**src/rtl/mdu_pkg.sv**
```systemverilog
// Shared definitions for the HI/LO multiply/divide unit.
// Holds the op encodings, the FSM state enum and the default datapath width.
package mdu_pkg;

    localparam int unsigned MDU_WIDTH = 32;

    // EX-stage op encodings on the op port
    typedef enum logic [1:0] {
        MDU_DIV   = 2'b00,
        MDU_DIVU  = 2'b01,
        MDU_MULT  = 2'b10,
        MDU_MULTU = 2'b11
    } mdu_op_e;

    typedef enum logic [2:0] {
        ST_IDLE = 3'd0,
        ST_DIV  = 3'd1,
        ST_FIX  = 3'd2,
        ST_MUL  = 3'd3,
        ST_DONE = 3'd4
    } mdu_state_e;

endpackage

```
**src/rtl/mdu_div_step.sv**
```systemverilog
// One restoring radix-2 division step (combinational).
// Ports:
//   rem       partial remainder (always < divisor)
//   dbit      next dividend bit shifted in
//   divisor   divisor magnitude
//   rem_nxt_c next partial remainder
//   qbit_c    quotient bit produced by this step
module mdu_div_step #(
    parameter int unsigned WIDTH = 32
) (
    input  logic [WIDTH-1:0] rem,
    input  logic             dbit,
    input  logic [WIDTH-1:0] divisor,
    output logic [WIDTH-1:0] rem_nxt_c,
    output logic             qbit_c
);

    logic [WIDTH-1:0] shifted;
    logic [WIDTH-1:0] diff;

    // The shifted remainder is WIDTH+1 bits wide; its top bit alone makes it
    // exceed any divisor, and the true difference always fits in WIDTH bits.
    always_comb begin
        shifted   = {rem[WIDTH-2:0], dbit};
        diff      = shifted - divisor;
        qbit_c    = rem[WIDTH-1] | (shifted >= divisor);
        rem_nxt_c = qbit_c ? diff : shifted;
    end

endmodule

```
**src/rtl/hilo_mdu.sv**
```systemverilog
// Multi-cycle multiply/divide unit feeding the HI/LO register pair.
// Divides in WIDTH iterations plus a sign-fix cycle; multiplies in one cycle
// when built with MDU_MULT_EN (otherwise MULT/MULTU requests are ignored).
// Ports:
//   clk, resetn          clock, async active-low reset
//   start, op            request and operation (accepted only when idle)
//   src_a, src_b         rs / rt operands
//   flush                cancel any in-flight op
//   busy                 op in flight (pipeline stall)
//   done                 one-cycle result pulse
//   hi_wen, hi_wdata     HI write: remainder / product upper half
//   lo_wen, lo_wdata     LO write: quotient / product lower half
module hilo_mdu
    import mdu_pkg::*;
#(
    parameter int unsigned WIDTH = MDU_WIDTH
) (
    input  logic             clk,
    input  logic             resetn,
    input  logic             start,
    input  logic [1:0]       op,
    input  logic [WIDTH-1:0] src_a,
    input  logic [WIDTH-1:0] src_b,
    input  logic             flush,
    output logic             busy,
    output logic             done,
    output logic             hi_wen,
    output logic [WIDTH-1:0] hi_wdata,
    output logic             lo_wen,
    output logic [WIDTH-1:0] lo_wdata
);

    localparam int unsigned CW = (WIDTH > 1) ? $clog2(WIDTH) : 1;

    mdu_state_e       state_q, state_nxt;
    logic [CW-1:0]    cnt_q;
    logic [WIDTH-1:0] a_q;       // raw src_a
    logic [WIDTH-1:0] b_q;       // |src_b| for divide, raw src_b for multiply
    logic [WIDTH-1:0] quo_q;     // dividend bits shift out, quotient bits shift in
    logic [WIDTH-1:0] rem_q;
    logic             sgn_q, neg_q, aneg_q, bzero_q;

    logic             accept;
    logic             mult_req, op_signed, op_ok;
    logic [WIDTH-1:0] a_abs, b_abs;
    logic [WIDTH-1:0] rem_step_c;
    logic             qbit_step_c;
    logic [WIDTH-1:0] q_fix, r_fix;

    mdu_div_step #(.WIDTH(WIDTH)) u_step (
        .rem       (rem_q),
        .dbit      (quo_q[WIDTH-1]),
        .divisor   (b_q),
        .rem_nxt_c (rem_step_c),
        .qbit_c    (qbit_step_c)
    );

    // Request decode and operand magnitudes
    always_comb begin
        mult_req  = (op == MDU_MULT) || (op == MDU_MULTU);
        op_signed = (op == MDU_DIV) || (op == MDU_MULT);
`ifdef MDU_MULT_EN
        op_ok     = 1'b1;
`else
        op_ok     = !mult_req;
`endif
        a_abs = (op_signed && src_a[WIDTH-1]) ? (~src_a + WIDTH'(1)) : src_a;
        b_abs = (op_signed && src_b[WIDTH-1]) ? (~src_b + WIDTH'(1)) : src_b;
    end

    // Sign fix-up; a zero divisor bypasses it with the architected result
    always_comb begin
        q_fix = (sgn_q && neg_q)  ? (~quo_q + WIDTH'(1)) : quo_q;
        r_fix = (sgn_q && aneg_q) ? (~rem_q + WIDTH'(1)) : rem_q;
        if (bzero_q) begin
            q_fix = '1;
            r_fix = a_q;
        end
    end

`ifdef MDU_MULT_EN
    logic [2*WIDTH-1:0] ax_c, bx_c, prod_c;

    // Full-width product via sign/zero extension to 2*WIDTH
    always_comb begin
        ax_c   = {{WIDTH{sgn_q & a_q[WIDTH-1]}}, a_q};
        bx_c   = {{WIDTH{sgn_q & b_q[WIDTH-1]}}, b_q};
        prod_c = ax_c * bx_c;
    end
`endif

    // Next-state logic; flush overrides everything
    always_comb begin
        state_nxt = state_q;
        accept    = 1'b0;
        unique case (state_q)
            ST_IDLE: begin
                if (start && !flush && op_ok) begin
                    accept = 1'b1;
`ifdef MDU_MULT_EN
                    state_nxt = mult_req ? ST_MUL : ST_DIV;
`else
                    state_nxt = ST_DIV;
`endif
                end
            end
            ST_DIV:  if (cnt_q == CW'(WIDTH - 1)) state_nxt = ST_FIX;
            ST_FIX:  state_nxt = ST_DONE;
            ST_MUL:  state_nxt = ST_DONE;
            ST_DONE: state_nxt = ST_IDLE;
            default: state_nxt = ST_IDLE;
        endcase
        if (flush && (state_q != ST_IDLE)) begin
            state_nxt = ST_IDLE;
        end
    end

    // State, datapath and registered outputs
    always_ff @(posedge clk or negedge resetn) begin
        if (!resetn) begin
            state_q  <= ST_IDLE;
            busy     <= 1'b0;
            done     <= 1'b0;
            hi_wen   <= 1'b0;
            lo_wen   <= 1'b0;
            hi_wdata <= '0;
            lo_wdata <= '0;
            cnt_q    <= '0;
            a_q      <= '0;
            b_q      <= '0;
            quo_q    <= '0;
            rem_q    <= '0;
            sgn_q    <= 1'b0;
            neg_q    <= 1'b0;
            aneg_q   <= 1'b0;
            bzero_q  <= 1'b0;
        end else begin
            state_q <= state_nxt;
            busy    <= (state_nxt != ST_IDLE);
            done    <= (state_nxt == ST_DONE);
            hi_wen  <= (state_nxt == ST_DONE);
            lo_wen  <= (state_nxt == ST_DONE);

            if (accept) begin
                a_q     <= src_a;
                b_q     <= mult_req ? src_b : b_abs;
                quo_q   <= a_abs;
                rem_q   <= '0;
                cnt_q   <= '0;
                sgn_q   <= op_signed;
                neg_q   <= src_a[WIDTH-1] ^ src_b[WIDTH-1];
                aneg_q  <= src_a[WIDTH-1];
                bzero_q <= (src_b == '0);
            end else if (state_q == ST_DIV) begin
                rem_q <= rem_step_c;
                quo_q <= {quo_q[WIDTH-2:0], qbit_step_c};
                cnt_q <= cnt_q + CW'(1);
            end

            if ((state_q == ST_FIX) && (state_nxt == ST_DONE)) begin
                hi_wdata <= r_fix;
                lo_wdata <= q_fix;
            end
`ifdef MDU_MULT_EN
            if ((state_q == ST_MUL) && (state_nxt == ST_DONE)) begin
                hi_wdata <= prod_c[2*WIDTH-1:WIDTH];
                lo_wdata <= prod_c[WIDTH-1:0];
            end
`endif
        end
    end

endmodule

```
**config.mk**
```make
export PLATFORM = sky130hd
export DESIGN_NAME = hilo_mdu
export DESIGN_NICKNAME = d
export VERILOG_FILES = /design/src/rtl/mdu_pkg.sv /design/src/rtl/mdu_div_step.sv /design/src/rtl/hilo_mdu.sv
export SDC_FILE = /design/constraint.sdc
export NUM_CORES = 1
export LEC_CHECK = 0
export ABC_AREA = 0
export BUFFER_PORTS_ARGS = -buffer_cell sky130_fd_sc_hd__buf_2
export CORE_MARGIN = 10
export CORE_UTILIZATION = 50
export DETAILED_ROUTE_END_ITERATION = 8
export PLACE_DENSITY = 0.8
export SETUP_SLACK_MARGIN = 0.3
export SLEW_MARGIN = 10
export SYNTH_ARGS = -nofsm -noshare
export SYNTH_HDL_FRONTEND = slang
export SYNTH_SLANG_ARGS = --single-unit
```
**constraint.sdc**
```tcl
create_clock -name clk -period 7.61 [get_ports clk]
set_input_delay 1.1415 -clock clk [delete_from_list [all_inputs] [get_ports clk]]
set_output_delay 1.1415 -clock clk [all_outputs]
set_load 0.01 [all_outputs]
```
### Word level (Yosys, flattened, before mapping)

Index checks and enable logic that the tools add are counted.

* bits of input ports: 70
* register bits after elaboration: 206

* equality and inequality tests: 7
* bitwise gates (word level): 6
* multiplexer cells: 20
* reduce and logical (&&, ||, !) cells: 19
* add/subtract/negate cells: 6
* order comparisons: 1

Operators with widths (count)
* two-way mux 32 bit: 12
* adder 32 x 1 -> 32 bit, second input constant: 4
* NOT 32 bit: 4
* >= comparator 32 bit: 1
* zero test 32 bit: 1
* subtractor 32 bit: 1
* two-way mux 5 bit: 2
* two-way mux 3 bit: 3
* case mux 3 bit (3 select lines): 1
* logical AND 1 bit: 8
* equality test 3 x 2 -> 1 bit, second input constant: 2
* nonzero test 3 bit: 2
* adder 5 x 1 -> 5 bit, second input constant: 1
* equality test 5 bit, second input constant: 1
* equality test 2 bit, second input constant: 2
* equality test 3 x 1 -> 1 bit, second input constant: 1
* equality test 3 bit, second input constant: 1
* zero test 3 bit: 1
* zero test 1 bit: 2
* zero test 2 bit: 1
* logical OR 1 bit: 2
* two-way mux 1 bit: 2
* nonzero test 2 bit: 1
* OR reduction 2 bit: 1
* 2 further kinds: 2

### Longest topological paths before layout

Gate-level depths: netlist of the first run.

* depth in word-level cells: 9
* gate-level depth with buffers: 14
* gate-level depth less buffers: 13

### Hierarchy

From an unflattened synthesis of the first run, not the netlist that was laid out.

* cells, all modules: 1657
* area, all modules: 13252.7 µm²

Modules (own cells, without submodules)
* hilo_mdu: seq. area each 5129.9 µm², area each 10841.6 µm², cells an instance 1281, times used 1
* mdu_div_step: seq. area each 0.0 µm², area each 2411.1 µm², cells an instance 376, times used 1

### Worst setup path after synthesis of the first run

OpenSTA, ideal clock, no wires.

* path kind: input to register
* start: input src_a[8]
* end: register quo_q[25]
* path slack: 4.224 ns
* arrival time: 3.248 ns
* cell stages on the path: 8
* path buffers: 0
* cell sequence: or4_1 or3_4 nor4_2 nand2_1 or4_4 o31ai_2 xor2_1 a21oi_1

* cells in the longest elaborated chain, start to end: 4

RTL lines
* start: declaration: line hilo_mdu.sv:22 `input logic [WIDTH-1:0] src_a,`
* NOT 32 bit: line hilo_mdu.sv:67 `a_abs = (op_signed && src_a[WIDTH-1]) ? (~src_a + WIDTH'(1)) : src_a;`
* adder 32 x 1 -> 32 bit: line hilo_mdu.sv:67
* two-way mux 32 bit: line hilo_mdu.sv:67
* two-way mux 32 bit: line hilo_mdu.sv:144 `if (accept) begin`
* end signal: assignment: line hilo_mdu.sv:147 `quo_q <= a_abs;`
* end signal: assignment: line hilo_mdu.sv:156 `quo_q <= {quo_q[WIDTH-2:0], qbit_step_c};`
* end: declaration: line hilo_mdu.sv:39 `logic [WIDTH-1:0] quo_q;`

No other way between the ends.
A chain may end at the register's enable or synchronous reset.

### Final worst setup path of the first run

* start: register rem_q[1]
* end: register rem_q[31]

* cells in the longest elaborated chain, start to end: 5
* elaborated cells on any way between the ends: 6
* classes of those cells: add/sub (1); order compare (1); mux (3); bitwise (1)

RTL lines
* start: declaration: line hilo_mdu.sv:40 `logic [WIDTH-1:0] rem_q;`
* start signal: assignment: line hilo_mdu.sv:155 `rem_q <= rem_step_c;`
* >= comparator 32 bit: line mdu_div_step.sv:26 `qbit_c = rem[WIDTH-1] | (shifted >= divisor);`
* bitwise OR 1 bit: line mdu_div_step.sv:26
* two-way mux 32 bit *: line mdu_div_step.sv:27 `rem_nxt_c = qbit_c ? diff : shifted;`
* two-way mux 32 bit *: line hilo_mdu.sv:154 `end else if (state_q == ST_DIV) begin`
* two-way mux 32 bit *: line hilo_mdu.sv:144

Mark *: on every way between the ends. The rest lies on a longest branch, timed or not. The select of a mux whose other input is x is not followed.

==> results of run 1 <==
[flip-flops by register name, indices dropped and copies added, names as in the netlist, 3 cells and up]
signal / cells
cnt_q: 5
lo_wdata: 32
state_q: 3
a_q: 32
b_q: 32
quo_q: 32
hi_wdata: 32
rem_q: 32
[cells in the final DEF, fill, tap and decap left out, types with 7 or more instances in the layout]
master     count
o31ai_1       12
buf_4         11
dfrtp_1      204
xor2_1        61
nor4_1         9
mux2i_1       17
nand2_1      254
a21oi_1      162
nor2_1       165
nor3_1        24
a21o_1        21
o211ai_1       9
and3_1        11
or3_1         15
buf_2        136
ha_1          38
a31oi_1       21
nand4_1       11
or4_1          9
xnor2_1       73
nand3_1       49
o21ai_0       94
inv_1         57
clkbuf_16     23
clkbuf_8       7
o21ai_1       52
nor2b_1        7
[cells by family (layout without fill, tap and decap cells)]
kind of cell	after synthesis	in the layout	synth area share [%]
AOI/OAI and AO/OA	433	433	20.0
xor gates and xnor gates	134	134	9.19
adders and majority gates	39	39	3.88
buffers and inverters	144	247	4.34
DFF	205	205	40.2
muxes	17	17	1.33
other	0	2	0
and+or+nand+nor	599	599	21.1
[synthesized netlist by cell type (5+ instances only)]
| master | n | share of area, % |
|---|---|---|
| a31oi_1 | 21 | 1.0 |
| o21bai_1 | 6 | 0.35 |
| nor3_1 | 24 | 0.94 |
| buf_2 | 5 | 0.20 |
| xnor2_1 | 73 | 5.0 |
| mux2i_1 | 17 | 1.3 |
| and3_1 | 11 | 0.54 |
| a21o_1 | 21 | 1.2 |
| dfrtp_1 | 205 | 40 |
| nor2_1 | 167 | 4.9 |
| nand2b_1 | 7 | 0.34 |
| or3_1 | 15 | 0.73 |
| o31ai_1 | 12 | 0.71 |
| inv_1 | 57 | 1.7 |
| o21ai_0 | 94 | 3.7 |
| o221a_2 | 5 | 0.44 |
| nor4_1 | 10 | 0.49 |
| buf_1 | 12 | 0.35 |
| nor2b_1 | 7 | 0.34 |
| a21oi_1 | 162 | 6.3 |
| nand2_1 | 254 | 7.5 |
| or4_1 | 9 | 0.53 |
| xor2_1 | 61 | 4.2 |
| o21ai_1 | 52 | 2.0 |
| o211ai_1 | 9 | 0.53 |
| ha_1 | 38 | 3.7 |
| o41ai_1 | 6 | 0.41 |
| clkbuf_1 | 67 | 2.0 |
| nand3_1 | 49 | 1.9 |
| nor3b_1 | 5 | 0.29 |
| nand4_1 | 11 | 0.54 |
[layer usage]
metal	vias to the layer above	global-route usage, %	share of wire [%]
met5	-	0	0
met4	0	5.52	2.1
met3	58	2.85	5.8
met2	371	33.9	46
met1	5488	29.6	46
li1	5616	-	-
[area by class of cell]
class	instances	area [um^2]	area share, %
multi-input cells	1222	7110	49.2
inverters	58	218	1.51
well taps	330	413	2.86
clock inverters	7	114	0.788
diodes	2	5.00	0.0347
repair buffers	148	777	5.38
clock buffers	34	677	4.69
flip-flops and latches	205	5130	35.5
[stage by stage]
| step | setup slack (ns) | utilization (%) |
|---|---|---|
| detailed placement | 3.79 | 54.2 |
| finish | 4.13 | 57.3 |
| floorplan | 4.22 | - |
| CTS | 4.10 | 57.3 |
| global route | 3.87 | 57.3 |
| global placement | 3.87 | 54.2 |
[worst min-delay path by stage]
stage,startpoint,end,depth (start not counted)
floorplan,a_q[27]$_DFFE_PN0P_,a_q[27]$_DFFE_PN0P_,2
global placement,a_q[30]$_DFFE_PN0P_,a_q[30]$_DFFE_PN0P_,2
detailed placement,a_q[26]$_DFFE_PN0P_,a_q[26]$_DFFE_PN0P_,2
CTS,a_q[26]$_DFFE_PN0P_,a_q[26]$_DFFE_PN0P_,2
global route,a_q[18]$_DFFE_PN0P_,a_q[18]$_DFFE_PN0P_,2
finish,a_q[30]$_DFFE_PN0P_,a_q[30]$_DFFE_PN0P_,2
[critical path: cells and delay by family, from the launching register on]
family,cells,cell delay (ns)
compound gates,7,1.51
simple gates,2,0.39
fa+ha+maj,1,0.36
flops,1,0.45
buf+inv,2,0.63
[power groups by stage]
| stage | Sequential [mW] | Combinational, mW | Clock [mW] |
|---|---|---|---|
| 6_report | 1.66 | 2.38 | 1.17 |
| 5_1_grt | 1.69 | 2.68 | 1.24 |
| 4_1_cts | 1.65 | 2.37 | 1.19 |
| 3_5_place_dp | 1.67 | 2.35 | 0 |
| 3_3_place_gp | 1.66 | 2.33 | 0 |
| 2_1_floorplan | 1.55 | 1.87 | 0 |
==> results by group, run 1 <==
Status
  – Status: complete, no violations

Timing
  – Crit share post-route: 45.7%
  – Setup Skew: 0.00955 ns
  – Fin. max-slew vios: 0
  – Fin crit period: 3.48 ns
  – Fmax: 288 MHz
  – Fin Setup TNS: 0 ns
  – RSZ-0062 raised after global routing: false
  – Worst-Margin Slew: 1.18 ns
  – Hold Slack: 0.472 ns
  – Final Hold Fails: 0
  – Slew HR: 21.2%
  – Final setup fails: 0

Power and ir drop
  – Max VDD drop: 0.208 mV
  – Final Power: 5.21 mW
  – Logic pwr share: 45.6%
  – Pint: 3.03 mW
  – P per Cell Area: 361 mW/mm^2
  – Sw Pwr: 2.18 mW
  – Switching share of power: 41.8%
  – Seq pwr share: 31.9%
  – Leak: 6.61 nW
  – Clock power frac: 22.5%

CTS
  – Post-CTS Hold Fix Bufs: 0
  – Post-CTS setup buffers: 0
  – CTS Sinks: 205
  – TritonCTS clock tree: yes
  – CTS clk-pin slew, worst paths: 0.06 ns
  – Root Buffer: clkbuf_16
  – CTS buffer count: 23
  – CTS Buffer Depth: 3
  – Post-CTS sizing: 0
  – Clock Latency Late Sink: 0.51 ns
  – H-Tree Depth: 1

Placement
  – Cell Area, Placed: 0.0136 mm^2
  – # placed instances: 1963
  – GPL Wtd Cong: 0.902
  – Dpl hpwl: 26.1 mm
  – IO buf count: 137

Setup path
  – R2r setup slk: 4.13 ns
  – Crit path to: rem_q[31]$_DFFE_PN0P_
  – CP Class: reg2reg
  – Worst R2R Start: rem_q[1]$_DFFE_PN0P_
  – Crit path largest cell delay: 0.45 ns
  – CP cell instances: ha_1, nor2b_1, o21a_1, a311o_1, a211oi_2, a31o_1, a21oi_1, o21ai_2, buf_4, inv_2, nand2_1, o211ai_1
  – Worst reg2reg path endpoint: rem_q[31]$_DFFE_PN0P_
  – CP arrival: 3.85 ns
  – Worst Setup SP: rem_q[1]$_DFFE_PN0P_
  – Reg2reg path depth: 12
  – CP startpoint kind: flip-flop
  – CP required: 7.99 ns
  – CP max-delay cell: dfrtp_1
  – CP Capture Type: flip-flop
  – Crit-path max FO: 46

Yosys
  – Distinct cell type count after synthesis: 75
  – Number of synthesis warnings: 0
  – Syn avg cell area: 8.13 um^2
  – Syn Nets: 1680
  – Mapped cell area: 0.0128 mm^2
  – Post-synthesis sequential area ratio: 40.2%
  – Synth Flop Type: dfrtp_1
  – Post-synthesis register bit count: 205
  – Post-synth ARST share: 100%
  – Gate Count Post-Synth: 1571
  – Number of flops mapped to enable cells by yosys: 0

Flow run
  – Maxcap violations: 0

Layout
  – Layout net count: 1767
  – Area growth syn-to-layout: 13.1%
  – Cell Count, Final, Fillers Out: 2006
  – Layout cells sized above 1: 13.3%
  – Final Cell Area: 0.0144 mm^2
  – Layout fillers: 2283

Drt
  – DR WL/cell: 17.9 um
  – Drt pass-1 iters: 5
  – Post-Route WL: 35.8 mm
  – Post-route ant nets: 0
  – Initial DRC Count: 1277
  – DR DRC count: 0
  – Detailed-route via count: 11500
  – Via/cell ratio: 5.75

Floorplanning
  – Ports: 138
  – DIE AREA: 0.0323 mm^2
  – Core box area: 0.0252 mm^2
  – Die Y: 180 um
  – Chip width: 180 um
  – Initial cell density of the core: 50.7%
  – Row Count: 58

Global route
  – Vias in the first global route: 11100
  – Grt total ovfl: 0
  – Initial antenna violation count: 2
  – Largest net degree at the start of global routing: 94
  – Gr usage total: 21.2%
  – First-pass GRT wire length: 58.7 mm

Min path
  – Hold Crit Class: reg2reg
Power figures use the tool's default switching activity.
==> inputs of run 2 (changes only) <==
--- a/config.mk
+++ b/config.mk
@@ -5,12 +5,12 @@
 export SDC_FILE = /design/constraint.sdc
 export NUM_CORES = 1
 export LEC_CHECK = 0
-export ABC_AREA = 0
+export ABC_AREA = 1
 export BUFFER_PORTS_ARGS = -buffer_cell sky130_fd_sc_hd__buf_2
 export CORE_MARGIN = 10
 export CORE_UTILIZATION = 50
 export DETAILED_ROUTE_END_ITERATION = 8
-export PLACE_DENSITY = 0.8
+export PLACE_DENSITY = 0.79
 export SETUP_SLACK_MARGIN = 0.3
 export SLEW_MARGIN = 10
 export SYNTH_ARGS = -nofsm -noshare
==> constraint.sdc (replaced) <==
create_clock -name clk -period 3.51 [get_ports clk]
set_input_delay 0.5265 -clock clk [delete_from_list [all_inputs] [get_ports clk]]
set_output_delay 0.5265 -clock clk [all_outputs]
set_load 0.01 [all_outputs]
==> results by group, run 2 <==
Setup path
  – Crit-path max FO: 33
  – R2r setup slk: 0.70 ns
  – CP cell instances: inv_1, ha_1, fa_1, inv_1, nand2_1, nand2_1, nand3_1, nand2_2, nand2_1, nand3_2, nand2_4, nand2_4, nand2_4, nand2_1, nand2_1, nand2_1
  – CP Class: reg2reg
  – CP required: 3.97 ns
  – Top Family by Delay on Critical Path: simple AND/OR/NAND/NOR gates
  – Crit. path cell count: 16
  – Worst reg2reg path endpoint: rem_q[25]$_DFFE_PN0P_
  – Crit path largest cell delay: 0.41 ns
  – CP most frequent cell: nand2_1
  – CP Capture Type: flip-flop
  – Reg2reg path depth: 16
  – CP arrival: 3.27 ns
  – Worst R2R Start: quo_q[31]$_DFFE_PN0P_
  – Bufs and invs on worst path: 2
  – CP max-delay cell: fa_1
  – CP startpoint kind: flip-flop

Timing
  – Setup Skew: 0.0215 ns
  – Final setup fails: 0
  – Slew HR: 43.0%
  – RSZ-0062 raised after global routing: false
  – Fin. max-slew vios: 0
  – Final Hold Fails: 0
  – Crit share post-route: 80.1%
  – Fin Setup TNS: 0 ns
  – Fin crit period: 2.81 ns
  – Hold Slack: 0.0639 ns
  – Fmax: 356 MHz
  – Worst-Margin Slew: 0.855 ns

Drt
  – DR DRC count: 0
  – DR WL/cell: 17.6 um
  – Initial DRC Count: 1592
  – Via/cell ratio: 5.51
  – Post-route ant nets: 0
  – Detailed-route via count: 15200
  – Drt pass-1 iters: 7
  – Post-Route WL: 48.6 mm

Layout
  – Commonest non-fill, non-tap cell in the layout: nand2_1
  – Layout fillers: 2843
  – Area growth syn-to-layout: 12.5%
  – Layout cells sized above 1: 10.5%
  – Multi-input gate area: 0.00795 mm^2
  – Register Area: 0.00513 mm^2
  – Commonest non-fill, non-tap cells in the layout: nand2_1 (703), inv_1 (328), nand3_1 (209)
  – Layout net count: 2473

Placement
  – GPL Wtd Cong: 0.995
  – IO buf count: 137
  – Dpl hpwl: 37.6 mm

Status
  – Status: complete, no violations

CTS
  – TritonCTS clock tree: yes
  – Post-CTS Hold Fix Bufs: 0
  – CTS clk-pin slew, worst paths: 0.06 ns
  – Post-CTS setup buffers: 0
  – CTS Buffer Depth: 3
  – Root Buffer: clkbuf_16
  – Clock Latency Late Sink: 0.54 ns
  – CTS Sinks: 205
  – H-Tree Depth: 1
  – CTS buffer count: 24
  – Post-CTS sizing: 0

Global route
  – Largest net degree at the start of global routing: 99
  – Initial antenna violation count: 1
  – Vias in the first global route: 14400
  – First-pass GRT wire length: 76.7 mm
  – Gr usage total: 26.0%
  – Grt total ovfl: 0

Floorplanning
  – Row Count: 62
  – Core box area: 0.0288 mm^2
  – Chip width: 191 um
  – DIE AREA: 0.0366 mm^2
  – Die Y: 191 um
  – Initial cell density of the core: 50.9%
  – Ports: 138

Yosys
  – Post-synthesis sequential area ratio: 35.0%
  – Mapped cell area: 0.0147 mm^2
  – Number of flops mapped to enable cells by yosys: 0
  – Post-synthesis register bit count: 205
  – Gate Count Post-Synth: 2250
  – Post-synth top cells: nand2_1 (703), inv_1 (328), nand3_1 (209), dfrtp_1 (205), nor2_1 (202)
  – Syn Nets: 2359
  – Synth Flop Type: dfrtp_1
  – Synth area leader: dfrtp_1
  – Syn avg cell area: 6.51 um^2
  – Number of synthesis warnings: 0
  – Most common cell in the netlist: nand2_1
  – Distinct cell type count after synthesis: 53
  – Ranking of synthesized cells by area: dfrtp_1 (35%), nand2_1 (18%), inv_1 (8.4%)
  – Area share of the largest cell type after synthesis: 35.0%
  – Post-synth ARST share: 100%

Power and ir drop
  – Max VDD drop: 0.416 mV
  – P per Cell Area: 913 mW/mm^2
  – Leak: 8.95 nW

Flow run
  – Maxcap violations: 0

Min path
  – Hold Crit Class: in2async
[run 2: cell types whose count changed in the layout (fill, tap and decap cells not counted), sizes merged, moves of 46 or more]
cell   delta
xnor2    -57
inv     +275
nor2     +46
a21oi    -85
nand2   +457
nand3   +161
[run 2: worst max-delay path by stage]
| stage | start | end | slack, ns |
|---|---|---|---|
| finish | quo_q[31]$_DFFE_PN0P_ | rem_q[25]$_DFFE_PN0P_ | 0.70 |
| global route | quo_q[31]$_DFFE_PN0P_ | rem_q[18]$_DFFE_PN0P_ | 0.50 |
| global placement | quo_q[31]$_DFFE_PN0P_ | rem_q[31]$_DFFE_PN0P_ | 0.87 |
| CTS | quo_q[31]$_DFFE_PN0P_ | rem_q[25]$_DFFE_PN0P_ | 0.75 |
| floorplan | quo_q[31]$_DFFE_PN0P_ | rem_q[30]$_DFFE_PN0P_ | 1.39 |
| detailed placement | quo_q[31]$_DFFE_PN0P_ | rem_q[29]$_DFFE_PN0P_ | 0.76 |
[run 2: final cells by class]
cell class,instances,share of cell area [%]
Tap cell,384,2.91
Inverter,336,7.65
Clock buffer,29,3.94
Timing Repair Buffer,161,5.38
Clock inverter,12,0.766
Multi-Input combinational cell,1636,48.2
Antenna cell,1,0.0152
Sequential cell,205,31.1
[run 2: layer usage]
layer | GRT usage (%) | vias to the layer above | part of all wire (%)
met5 | 0 | - | 0
met4 | 6.55 | 0 | 2.2
met3 | 5.03 | 72 | 9.4
met2 | 39.7 | 678 | 44
met1 | 36.9 | 7085 | 45
li1 | - | 7383 | -
[run 2: stage by stage]
step / util, % / instances / cell area [um^2] / power (mW) / worst slack (ns)
after global routing: 57.3 / 2764 / 16500 / 16.4 / 0.496
after detailed placement: 54.6 / 2722 / 15700 / 12.4 / 0.760
after floorplan: - / 2250 / 14700 / 10.0 / 1.39
final: 57.3 / 2764 / 16500 / 15.0 / 0.699
after global placement: 54.6 / 2722 / 15700 / 12.2 / 0.874
after CTS: 57.3 / 2763 / 16500 / 14.9 / 0.747
[run 2: kinds of logic after synthesis]
logic type	count (synthesis)	synth area share, %
adder cells (fa/ha/maj)	39	3.38
XOR/XNOR	62	3.70
buffers and inverters	409	10.8
multiplexers	4	0.273
AO/OA/AOI/OAI	305	11.5
flip-flops	205	35.0
AND/OR/NAND/NOR	1226	35.4
[run 2: where the power goes]
part	total, mW	switching, mW	leakage, nW	internal (mW)
Clock	2.51	1.05	0.383	1.46
Sequential	3.90	0.735	2.56	3.17
Combinational	8.64	5.80	6.01	2.84
Total	15.0	7.58	8.95	7.47
[run 2: worst register-to-register path, stage by stage, from the launching register on]
cell and delay, ns:
dfrtp_1 0.37, inv_1 0.10, ha_1 0.22, fa_1 0.41, inv_1 0.12, nand2_1 0.06, nand2_1 0.11, nand3_1 0.09
nand2_2 0.11, nand2_1 0.08, nand3_2 0.08, nand2_4 0.14, nand2_4 0.36, nand2_4 0.25, nand2_1 0.12, nand2_1 0.05
nand2_1 0.07
